$ cat config.mk
export PLATFORM = sky130hd
export DESIGN_NAME = i2c_txn_arbiter_flat
export DESIGN_NICKNAME = d
export VERILOG_FILES = /design/src/rtl/i2c_txn_arbiter_if.sv /design/src/rtl/i2c_txn_arbiter.sv /design/src/flat_wrapper.sv
export SDC_FILE = /design/constraint.sdc
export NUM_CORES = 1
export LEC_CHECK = 0
export CORE_MARGIN = 1
export CORE_UTILIZATION = 48
export DETAILED_ROUTE_END_ITERATION = 8
export PLACE_DENSITY = 0.9
export SLEW_MARGIN = 30
export SYNTH_ARGS = -nofsm -noshare
export SYNTH_HDL_FRONTEND = slang
export SYNTH_SLANG_ARGS = --single-unit
export TNS_END_PERCENT = 10
$ cat constraint.sdc
create_clock -name clk_i -period 4.3 [get_ports clk_i]
set_input_delay 0.645 -clock clk_i [delete_from_list [all_inputs] [get_ports clk_i]]
set_output_delay 0.645 -clock clk_i [all_outputs]
set_load 0.1 [all_outputs]
$ cat src/rtl/i2c_txn_arbiter_if.sv
// i2c_txn_arbiter_if: requester-side and byte-controller-side signals of the transaction arbiter
interface i2c_txn_arbiter_if #(
  parameter int NUM_REQ = 2,
  parameter int MAX_LEN = 4
);
  localparam int LEN_W = $clog2(MAX_LEN + 1);
  logic [NUM_REQ-1:0]       req_valid_i, req_ready_o, req_rw_i;
  logic [NUM_REQ-1:0]       wr_valid_i, wr_ready_o, rd_valid_o, done_o;
  logic [NUM_REQ*7-1:0]     req_addr_i;
  logic [NUM_REQ*LEN_W-1:0] req_len_i;
  logic [NUM_REQ*8-1:0]     wr_data_i;
  logic [7:0]               rd_data_o, din_o, dout_i;
  logic [1:0]               err_o;
  logic                     start_o, stop_o, read_o, write_o, ack_in_o;
  logic                     cmd_ack_i, ack_out_i, al_i;
  modport master (
    input  req_valid_i, req_addr_i, req_rw_i, req_len_i, wr_valid_i, wr_data_i,
           cmd_ack_i, ack_out_i, dout_i, al_i,
    output req_ready_o, wr_ready_o, rd_valid_o, rd_data_o, done_o, err_o,
           start_o, stop_o, read_o, write_o, ack_in_o, din_o
  );
  modport slave (
    output req_valid_i, req_addr_i, req_rw_i, req_len_i, wr_valid_i, wr_data_i,
           cmd_ack_i, ack_out_i, dout_i, al_i,
    input  req_ready_o, wr_ready_o, rd_valid_o, rd_data_o, done_o, err_o,
           start_o, stop_o, read_o, write_o, ack_in_o, din_o
  );
endinterface

$ cat src/rtl/i2c_txn_arbiter.sv
// i2c_txn_arbiter: round-robin sharing of one I2C byte controller, sequencing START+addr, data bytes, STOP
module i2c_txn_arbiter #(
  parameter int NUM_REQ = 2,
  parameter int MAX_LEN = 4
) (
  input logic              clk_i,
  input logic              rstn_i,
  i2c_txn_arbiter_if.master bus
);
  localparam int LEN_W = $clog2(MAX_LEN + 1);
  localparam int GW = $clog2(NUM_REQ);
  typedef enum logic [2:0] {IDLE, ADDR, WFETCH, WDATA, RDATA, STOP, DONE} state_t;
  state_t           r_state, w_state_n;
  logic [GW-1:0]    r_g, r_last, w_g;
  logic             r_rw, w_any, w_accept, w_fetch, w_rd;
  logic [LEN_W-1:0] r_len, r_cnt, w_cnt_n, w_cnt_inc;
  logic [1:0]       r_err, w_err_n;
  assign w_accept  = (r_state == IDLE) && w_any;
  assign w_cnt_inc = r_cnt + LEN_W'(1);
  assign w_fetch   = (r_state == WFETCH) && (w_state_n == WDATA);
  assign w_rd      = (r_state == RDATA) && bus.cmd_ack_i && !bus.al_i;
  // round-robin pick: scan downwards so the requester closest after r_last wins
  always_comb begin
    w_g = '0;
    w_any = 1'b0;
    for (int i = NUM_REQ; i >= 1; i--) begin
      if (bus.req_valid_i[(int'(r_last) + i) % NUM_REQ]) begin
        w_g = GW'((int'(r_last) + i) % NUM_REQ);
        w_any = 1'b1;
      end
    end
  end
  // next state, byte counter and error code; arbitration loss overrides everything
  always_comb begin
    w_state_n = r_state;
    w_cnt_n = r_cnt;
    w_err_n = r_err;
    case (r_state)
      IDLE: if (w_any) begin
        w_state_n = ADDR;
        w_cnt_n = '0;
        w_err_n = 2'b00;
      end
      ADDR: if (bus.cmd_ack_i) begin
        w_state_n = (bus.ack_out_i || r_len == '0) ? STOP : r_rw ? RDATA : WFETCH;
        w_err_n = bus.ack_out_i ? 2'b01 : 2'b00;
      end
      WFETCH: if (bus.wr_valid_i[r_g]) w_state_n = WDATA;
      WDATA: if (bus.cmd_ack_i) begin
        w_cnt_n = w_cnt_inc;
        w_state_n = (bus.ack_out_i || w_cnt_inc == r_len) ? STOP : WFETCH;
        w_err_n = bus.ack_out_i ? 2'b10 : r_err;
      end
      RDATA: if (bus.cmd_ack_i) begin
        w_cnt_n = w_cnt_inc;
        w_state_n = (w_cnt_inc == r_len) ? STOP : RDATA;
      end
      STOP: if (bus.cmd_ack_i) w_state_n = DONE;
      DONE: w_state_n = IDLE;
      default: w_state_n = IDLE;
    endcase
    if (bus.al_i && r_state != IDLE && r_state != DONE) begin
      w_state_n = DONE;
      w_err_n = 2'b11;
    end
  end
  // state, transaction context and all registered outputs; commands follow the next state
  always_ff @(posedge clk_i) begin
    if (!rstn_i) begin
      r_state <= IDLE;
      r_g <= '0;
      r_last <= GW'(NUM_REQ - 1);
      r_rw <= 1'b0;
      r_len <= '0;
      r_cnt <= '0;
      r_err <= '0;
      bus.req_ready_o <= '0;
      bus.wr_ready_o <= '0;
      bus.rd_valid_o <= '0;
      bus.rd_data_o <= '0;
      bus.done_o <= '0;
      bus.err_o <= '0;
      bus.start_o <= 1'b0;
      bus.stop_o <= 1'b0;
      bus.read_o <= 1'b0;
      bus.write_o <= 1'b0;
      bus.ack_in_o <= 1'b0;
      bus.din_o <= '0;
    end else begin
      r_state <= w_state_n;
      r_cnt <= w_cnt_n;
      r_err <= w_err_n;
      bus.start_o <= w_state_n == ADDR;
      bus.write_o <= (w_state_n == ADDR) || (w_state_n == WDATA);
      bus.read_o <= w_state_n == RDATA;
      bus.stop_o <= w_state_n == STOP;
      bus.ack_in_o <= (w_state_n == RDATA) && (w_cnt_n == r_len - LEN_W'(1));
      bus.req_ready_o <= w_accept ? NUM_REQ'(1) << w_g : '0;
      bus.wr_ready_o <= w_fetch ? NUM_REQ'(1) << r_g : '0;
      bus.rd_valid_o <= w_rd ? NUM_REQ'(1) << r_g : '0;
      bus.done_o <= (r_state == DONE) ? NUM_REQ'(1) << r_g : '0;
      if (w_accept) begin
        r_g <= w_g;
        r_rw <= bus.req_rw_i[w_g];
        r_len <= bus.req_len_i[w_g*LEN_W +: LEN_W];
        bus.din_o <= {bus.req_addr_i[w_g*7 +: 7], bus.req_rw_i[w_g]};
      end
      if (w_fetch) bus.din_o <= bus.wr_data_i[r_g*8 +: 8];
      if (w_rd) bus.rd_data_o <= bus.dout_i;
      if (r_state == DONE) begin
        bus.err_o <= r_err;
        r_last <= r_g;
      end
    end
  end
endmodule

$ cat src/flat_wrapper.sv
// flat-port wrapper written by rule: the top's interface ports become plain ports
module i2c_txn_arbiter_flat 
#(
  parameter int NUM_REQ = 2,
  parameter int MAX_LEN = 4
)
  (clk_i, rstn_i, bus_req_valid_i, bus_req_addr_i, bus_req_rw_i, bus_req_len_i, bus_wr_valid_i, bus_wr_data_i, bus_cmd_ack_i, bus_ack_out_i, bus_dout_i, bus_al_i, bus_req_ready_o, bus_wr_ready_o, bus_rd_valid_o, bus_rd_data_o, bus_done_o, bus_err_o, bus_start_o, bus_stop_o, bus_read_o, bus_write_o, bus_ack_in_o, bus_din_o);
  i2c_txn_arbiter_if #(.NUM_REQ(NUM_REQ), .MAX_LEN(MAX_LEN)) bus_i ();
  input logic clk_i;
  input logic rstn_i;
  input wire logic [$bits(bus_i.req_valid_i)-1:0] bus_req_valid_i;
  input wire logic [$bits(bus_i.req_addr_i)-1:0] bus_req_addr_i;
  input wire logic [$bits(bus_i.req_rw_i)-1:0] bus_req_rw_i;
  input wire logic [$bits(bus_i.req_len_i)-1:0] bus_req_len_i;
  input wire logic [$bits(bus_i.wr_valid_i)-1:0] bus_wr_valid_i;
  input wire logic [$bits(bus_i.wr_data_i)-1:0] bus_wr_data_i;
  input wire logic [$bits(bus_i.cmd_ack_i)-1:0] bus_cmd_ack_i;
  input wire logic [$bits(bus_i.ack_out_i)-1:0] bus_ack_out_i;
  input wire logic [$bits(bus_i.dout_i)-1:0] bus_dout_i;
  input wire logic [$bits(bus_i.al_i)-1:0] bus_al_i;
  output wire logic [$bits(bus_i.req_ready_o)-1:0] bus_req_ready_o;
  output wire logic [$bits(bus_i.wr_ready_o)-1:0] bus_wr_ready_o;
  output wire logic [$bits(bus_i.rd_valid_o)-1:0] bus_rd_valid_o;
  output wire logic [$bits(bus_i.rd_data_o)-1:0] bus_rd_data_o;
  output wire logic [$bits(bus_i.done_o)-1:0] bus_done_o;
  output wire logic [$bits(bus_i.err_o)-1:0] bus_err_o;
  output wire logic [$bits(bus_i.start_o)-1:0] bus_start_o;
  output wire logic [$bits(bus_i.stop_o)-1:0] bus_stop_o;
  output wire logic [$bits(bus_i.read_o)-1:0] bus_read_o;
  output wire logic [$bits(bus_i.write_o)-1:0] bus_write_o;
  output wire logic [$bits(bus_i.ack_in_o)-1:0] bus_ack_in_o;
  output wire logic [$bits(bus_i.din_o)-1:0] bus_din_o;
  assign bus_i.req_valid_i = bus_req_valid_i;
  assign bus_i.req_addr_i = bus_req_addr_i;
  assign bus_i.req_rw_i = bus_req_rw_i;
  assign bus_i.req_len_i = bus_req_len_i;
  assign bus_i.wr_valid_i = bus_wr_valid_i;
  assign bus_i.wr_data_i = bus_wr_data_i;
  assign bus_i.cmd_ack_i = bus_cmd_ack_i;
  assign bus_i.ack_out_i = bus_ack_out_i;
  assign bus_i.dout_i = bus_dout_i;
  assign bus_i.al_i = bus_al_i;
  assign bus_req_ready_o = bus_i.req_ready_o;
  assign bus_wr_ready_o = bus_i.wr_ready_o;
  assign bus_rd_valid_o = bus_i.rd_valid_o;
  assign bus_rd_data_o = bus_i.rd_data_o;
  assign bus_done_o = bus_i.done_o;
  assign bus_err_o = bus_i.err_o;
  assign bus_start_o = bus_i.start_o;
  assign bus_stop_o = bus_i.stop_o;
  assign bus_read_o = bus_i.read_o;
  assign bus_write_o = bus_i.write_o;
  assign bus_ack_in_o = bus_i.ack_in_o;
  assign bus_din_o = bus_i.din_o;
  i2c_txn_arbiter #(.NUM_REQ(NUM_REQ), .MAX_LEN(MAX_LEN)) u_core (.clk_i(clk_i), .rstn_i(rstn_i), .bus(bus_i));
endmodule
==> results of run 1 <==
==> cell usage in the layout (no fill, tap or decap), types with 2 or more instances in the layout <==
cell type,synthesis,final
inv_1,7,7
nand4_1,2,2
nand2b_1,4,4
buf_4,1,2
a31oi_1,3,3
and3_1,2,2
o21ai_0,23,23
a21boi_0,2,2
nor4_1,3,2
mux2_2,9,9
clkbuf_8,4,5
xnor2_1,4,4
nand2_1,19,19
o211a_1,5,5
inv_6,0,2
ha_1,3,3
and2_1,4,4
clkdlybuf4s50_1,0,85
o211ai_1,2,2
nor2b_1,17,17
nor2_1,14,14
a21oi_1,10,10
nand3b_1,2,2
mux2i_1,26,26
dfxtp_1,45,45
==> layout make-up <==
| type | count | area share |
|---|---|---|
| clock buffers | 5 | 0.0209 |
| clock inverters | 3 | 0.00760 |
| inverters | 7 | 0.00798 |
| multi-input cells | 180 | 0.402 |
| flip-flops and latches | 45 | 0.274 |
| well taps | 67 | 0.0255 |
| repair buffers | 87 | 0.263 |
==> power groups by stage <==
stage | Sequential [mW] | Combinational [mW] | Clock (mW)
after floorplan | 1.03 | 0.590 | 0
after global placement | 0.646 | 1.18 | 0
after detailed placement | 0.650 | 1.21 | 0
after CTS | 0.642 | 1.22 | 0.280
after global routing | 0.660 | 1.30 | 0.300
final | 0.644 | 1.21 | 0.275
==> Yosys cell counts (all sizes together) <==
cell type	count
dfxtp	45
mux2i	26
o21ai	25
nand2	19
nor2b	18
nor2	15
a21oi	11
buf	9
clkbuf	9
mux2	9
inv	7
and2	6
o211a	5
nand2b	4
xnor2	4
a21boi	3
a31oi	3
and3	3
ha	3
nand4	3
nor4	3
nand3b	2
o211ai	2
xor2	2
a21o	1
and2b	1
and4bb	1
nand3	1
nor3	1
nor3b	1
o21a	1
o221ai	1
o311ai	1
o31a	1
o31ai	1
o32ai	1
or3	1
xnor3	1
==> routing by layer <==
layer,share of wire,GRT usage,vias up
met4,0.018,0.0763,0
met3,0.049,0.0556,9
met1,0.41,0.272,955
met5,0,0,-
li1,-,-,1021
met2,0.52,0.395,68
==> metrics by stage <==
step / power [mW] / std cells / hold slack, ps / setup WS, ps
after global routing: 2.26 / 394 / 533 / 1510
after CTS: 2.14 / 394 / 485 / 1750
after global placement: 1.83 / 386 / 463 / 1570
final: 2.13 / 394 / 482 / 1740
after floorplan: 1.62 / 250 / 440 / 2480
after detailed placement: 1.86 / 386 / 470 / 1490
==> worst max-delay path: cells and delay by family <==
kind,cells,cell delay (ps)
AND/OR/NAND/NOR,1,230
buffers and inverters,1,600
AO/OA/AOI/OAI,5,1320
==> state kept, by name, indices dropped and copies added (netlist names), 2 cells and up <==
signal and cells:
u_core.r_cnt 3, u_core.r_err 2, u_core.r_state 3, u_core.bus.din_o 8, u_core.bus.err_o 2, u_core.bus.done_o 2
u_core.bus.req_ready_o 2, u_core.bus.rd_valid_o 2, u_core.bus.wr_ready_o 2, u_core.bus.rd_data_o 8, u_core.r_len 3
==> worst min path at each step <==
stage / from / to / slack [ps] / cells after the start
2_1_floorplan: u_core.r_err[1] / u_core.r_err[1] / 440 / 2
3_3_place_gp: u_core.r_err[1] / u_core.r_err[1] / 460 / 2
3_5_place_dp: u_core.r_err[1] / u_core.r_err[1] / 470 / 2
4_1_cts: u_core.r_err[1] / u_core.r_err[1] / 480 / 2
5_1_grt: u_core.r_err[1] / u_core.r_err[1] / 530 / 2
6_report: u_core.r_err[1] / u_core.r_err[1] / 480 / 2
==> cell families (layout without fill, tap and decap cells) <==
family / count (synthesis) / in the layout / share of synthesized area
adder cells (fa/ha/maj): 3 / 3 / 0.0157
buffers and inverters: 25 / 102 / 0.0698
AND/OR/NAND/NOR: 79 / 79 / 0.188
XOR/XNOR: 7 / 7 / 0.0352
flip-flops: 45 / 45 / 0.378
multiplexers: 35 / 35 / 0.152
AO/OA/AOI/OAI: 56 / 56 / 0.162
==> results.cfg, run 1 <==
[routing]
vias = 2053
drt_iter0_drc = 71
ant_nets = 0
drt-pass1-iter-count = 5
routed_wl_um = 5580
wire_per_inst_um = 14.2
routed_via_density = 5.21
drc_errors = 0

[synthesis]
syn_area_mm2 = 0.00238
synth.distinct_cells = 52
synthCells = 250
synth.area.top_cells = dfxtp_1, mux2i_1, o21ai_0, nor2b_1, mux2_2
ys_seq_area_frac = 0.378
yosysWarnings = 0
synth_largest_area_cell = dfxtp_1
syn_nets = 308
yosysTopAreaCellShare = 0.378
avgSynthCellArea_um2 = 9.53
synth-seq-cells = 45

[setup_path]
timing.rr.start = u_core.r_g
r2r_slack_ps = 1750
r2r_cells = 6
crit_chain = clkdlybuf4s50_1 > and2_4 > o211a_1 > o32ai_2 > o21ai_2 > o21ai_0 > a21oi_1
worstSetupEndpoint = u_core.bus.din_o[1]
start_kind = input port
path_max_fanout = 18
critPathLaunch = bus_cmd_ack_i
slowest_delay_ps = 620
cpMaxStageDelayCell = o21ai_2
arrival_ps = 2800
critPathCaptureType = flip-flop
crit_required_ps = 4540
worst_r2r_endpoint = u_core.bus.din_o[1]
criticalPathCategory = in -> reg

[sta]
maxSlewHeadroom = 0.317
finalCritPeriodShare = 0.596
timing.final.max_slew_violations = 0
grt_setup_unrepaired = false
finalHoldViolCount = 0
clock_skew_ps = 9.59
fmax_ghz = 0.390
min_period_ps = 2560
tns_ps = 0
tightest_slew_ps = 1020
setup_violations = 0

[global_route]
grt_overflow_total = 0
antenna_found_initial = 0
grtUsageTotal = 0.227
grt_pass1_wl_um = 9150
grt_max_degree = 23
grt_pass1_vias = 2010

[power]
p_switching_mw = 1.08
comb_power_share = 0.569
switching_share = 0.506
clkPwrFrac = 0.129
internal-power_mw = 1.05
p_leak_nw = 1.24
cellPowerDensity_mw_per_mm2 = 647
ir_drop_mv = 0.338
p_seq_frac = 0.302

[floorplan]
placementRows = 25
die_x_um = 72.5
die_area_mm2 = 0.00525
ios = 86
start_util = 0.501
fp.dieH_um = 72.5
design.core.area_mm2 = 0.00475

[clock_tree]
cts_setup_buffers = 0
clock-sinks = 45
numCtsBuffers = 5
clk_pin_slew_ps = 100
cts-root-buf = clkbuf_8
clk_latency_ps = 310
clock_path_buffers = 2
cts_resized = 0
cts_tree = yes
ctsHtreeMaxLevel = 2
cts_hold_buf = 0

[finish]
multi_input_area_mm2 = 0.00132
fin_area_mm2 = 0.00329
final_util = 0.693
area.growth.synth_to_final_pct = 38.2
diodes = 0
finalNetCount = 384
fillers = 363
layout-drive-gt1-share = 0.107
ff_latch_area_um2 = 901

[placed_design]
hpwl_um = 4200
routabilityCongestion = 0.800
placed_cell_area_mm2 = 0.00320
port_buffers = 85

[job]
cap_viol_max_count = 0

[outcome]
status = finished clean

[worst_hold_path]
hp-class = reg -> reg
No activity file was read; power rests on OpenSTA's default activity.
==> run 2, diff against run 1 <==
--- a/config.mk
+++ b/config.mk
@@ -6,9 +6,9 @@
 export NUM_CORES = 1
 export LEC_CHECK = 0
 export CORE_MARGIN = 1
-export CORE_UTILIZATION = 48
+export CORE_UTILIZATION = 45
 export DETAILED_ROUTE_END_ITERATION = 8
-export PLACE_DENSITY = 0.9
+export PLACE_DENSITY = 0.85
 export SLEW_MARGIN = 30
 export SYNTH_ARGS = -nofsm -noshare
 export SYNTH_HDL_FRONTEND = slang
==> constraint.sdc (replaced) <==
create_clock -name clk_i -period 2.6 [get_ports clk_i]
set_input_delay 0.39 -clock clk_i [delete_from_list [all_inputs] [get_ports clk_i]]
set_output_delay 0.39 -clock clk_i [all_outputs]
set_load 0.1 [all_outputs]
==> results.cfg, run 2 (synthesis results as in run 1) <==
[floorplan]
design.core.area_mm2 = 0.00511
placementRows = 26
ios = 86
die_area_mm2 = 0.00559
start_util = 0.467
fp.dieH_um = 74.8
die_x_um = 74.8

[global_route]
grt_pass1_vias = 1896
antenna_found_initial = 0
grtUsageTotal = 0.200
grt_pass1_wl_um = 8540
grt_max_degree = 27
grt_overflow_total = 0

[clock_tree]
numCtsBuffers = 5
cts-root-buf = clkbuf_8
cts_setup_buffers = 0
ctsHtreeMaxLevel = 2
cts_tree = yes
clock_path_buffers = 2
clk_latency_ps = 300
clock-sinks = 45
clk_pin_slew_ps = 80
cts_hold_buf = 0
cts_resized = 0

[setup_path]
crit_required_ps = 2830
cpMaxStageDelayCell = dfxtp_1
criticalPathCategory = reg -> reg
r2r_cells = 6
crit_chain = and2_4 > o211a_1 > o32ai_2 > o21ai_2 > o21ai_0 > a21oi_1
start_kind = flip-flop
critPathCaptureType = flip-flop
arrival_ps = 2500
slowest_delay_ps = 660
path_max_fanout = 18

[routing]
vias = 2033
drc_errors = 0
routed_via_density = 5.07
drt_iter0_drc = 106
ant_nets = 0
wire_per_inst_um = 13.6
routed_wl_um = 5440
drt-pass1-iter-count = 4

[finish]
finalNetCount = 388
top_regs = u_core.bus.din_o (8), u_core.bus.rd_data_o (8)
final_cell_mix = clkdlybuf4s50_1, dfxtp_1, buf_4
fillers = 425
area.growth.synth_to_final_pct = 38.0
diodes = 0
mostFrequentLayoutCell = clkdlybuf4s50_1
layout-drive-gt1-share = 0.211

[sta]
clock_skew_ps = 3.85
timing.final.max_slew_violations = 0
min_period_ps = 2270
finalCritPeriodShare = 0.871
finalHoldViolCount = 0
setup_violations = 0
layout_setup_ws_ps = 335
tightest_slew_ps = 708
maxSlewHeadroom = 0.528
grt_setup_unrepaired = false
fmax_ghz = 0.441
tns_ps = 0

[power]
p_seq_frac = 0.288
p_switching_mw = 1.75
cellPowerDensity_mw_per_mm2 = 1110
clkPwrFrac = 0.170
internal-power_mw = 1.90
comb_power_share = 0.542
switching_share = 0.480
p_leak_nw = 1.35
ir_drop_mv = 0.675

[placed_design]
pre_cts_ws_ps = 76.6
hpwl_um = 4040
routabilityCongestion = 0.856
port_buffers = 85

[worst_hold_path]
whs_path_depth = 2
hp-class = reg -> reg

[outcome]
status = finished clean

[job]
cap_viol_max_count = 0
run 2: cell types whose count changed in the layout (fill, tap and decap cells not counted):
cell and delta:
bufinv_16 +2, clkinv_2 +1, inv_6 -2, clkinvlp_4 -1, buf_4 +35, clkdlybuf4s50_1 -31
run 2: final cells by class:
class | instances | area [µm²] | share of cell area
Timing Repair Buffer | 91 | 818 | 0.249
Clock buffer | 5 | 68.8 | 0.0209
Tap cell | 70 | 87.6 | 0.0266
Clock inverter | 3 | 65.1 | 0.0198
Multi-Input combinational cell | 180 | 1320 | 0.402
Sequential cell | 45 | 901 | 0.274
Inverter | 7 | 26.3 | 0.00799
run 2: worst max-delay path, delay by kind of cell (launching register included):
family / cells / cell delay, ps
AOI/OAI and AO/OA: 5 / 1240
DFF: 1 / 660
and+or+nand+nor: 1 / 290
run 2: per-layer routing:
metal	wire (µm)	track usage	share of wire	vias up
met4	87	0.0755	0.016	0
met1	2360	0.257	0.43	935
met2	2790	0.335	0.51	60
li1	-	-	-	1029
met3	206	0.0335	0.038	9
met5	0	0	0	-
run 2: stage by stage:
| stage | cell area, µm² | hold WS [ps] | utilization | total power, mW | cells |
|---|---|---|---|---|---|
| after floorplan | 2380 | 440 | - | 2.68 | 250 |
| after global placement | 3160 | 465 | 0.618 | 3.01 | 393 |
| after detailed placement | 3160 | 474 | 0.618 | 3.04 | 393 |
| after CTS | 3290 | 485 | 0.644 | 3.67 | 401 |
| after global routing | 3290 | 509 | 0.644 | 3.86 | 401 |
| final | 3290 | 479 | 0.644 | 3.65 | 401 |
run 2: path summary, 6_finish.rpt:
kind | from | slack [ps] | end
worst max register to register | u_core.r_state[0] | 330 | u_core.bus.din_o[2]
worst min-delay path | u_core.r_err[1] | 480 | u_core.r_err[1]
worst max-delay path | u_core.r_state[0] | 330 | u_core.bus.din_o[2]
worst min register to register | u_core.r_err[1] | 480 | u_core.r_err[1]
run 2: power by group through the flow:
stage	Combinational (mW)	Clock [mW]	Sequential, mW
CTS	1.99	0.631	1.05
global placement	1.95	0	1.06
floorplan	0.975	0	1.70
finish	1.98	0.621	1.05
global route	2.12	0.659	1.08
detailed placement	1.98	0	1.06
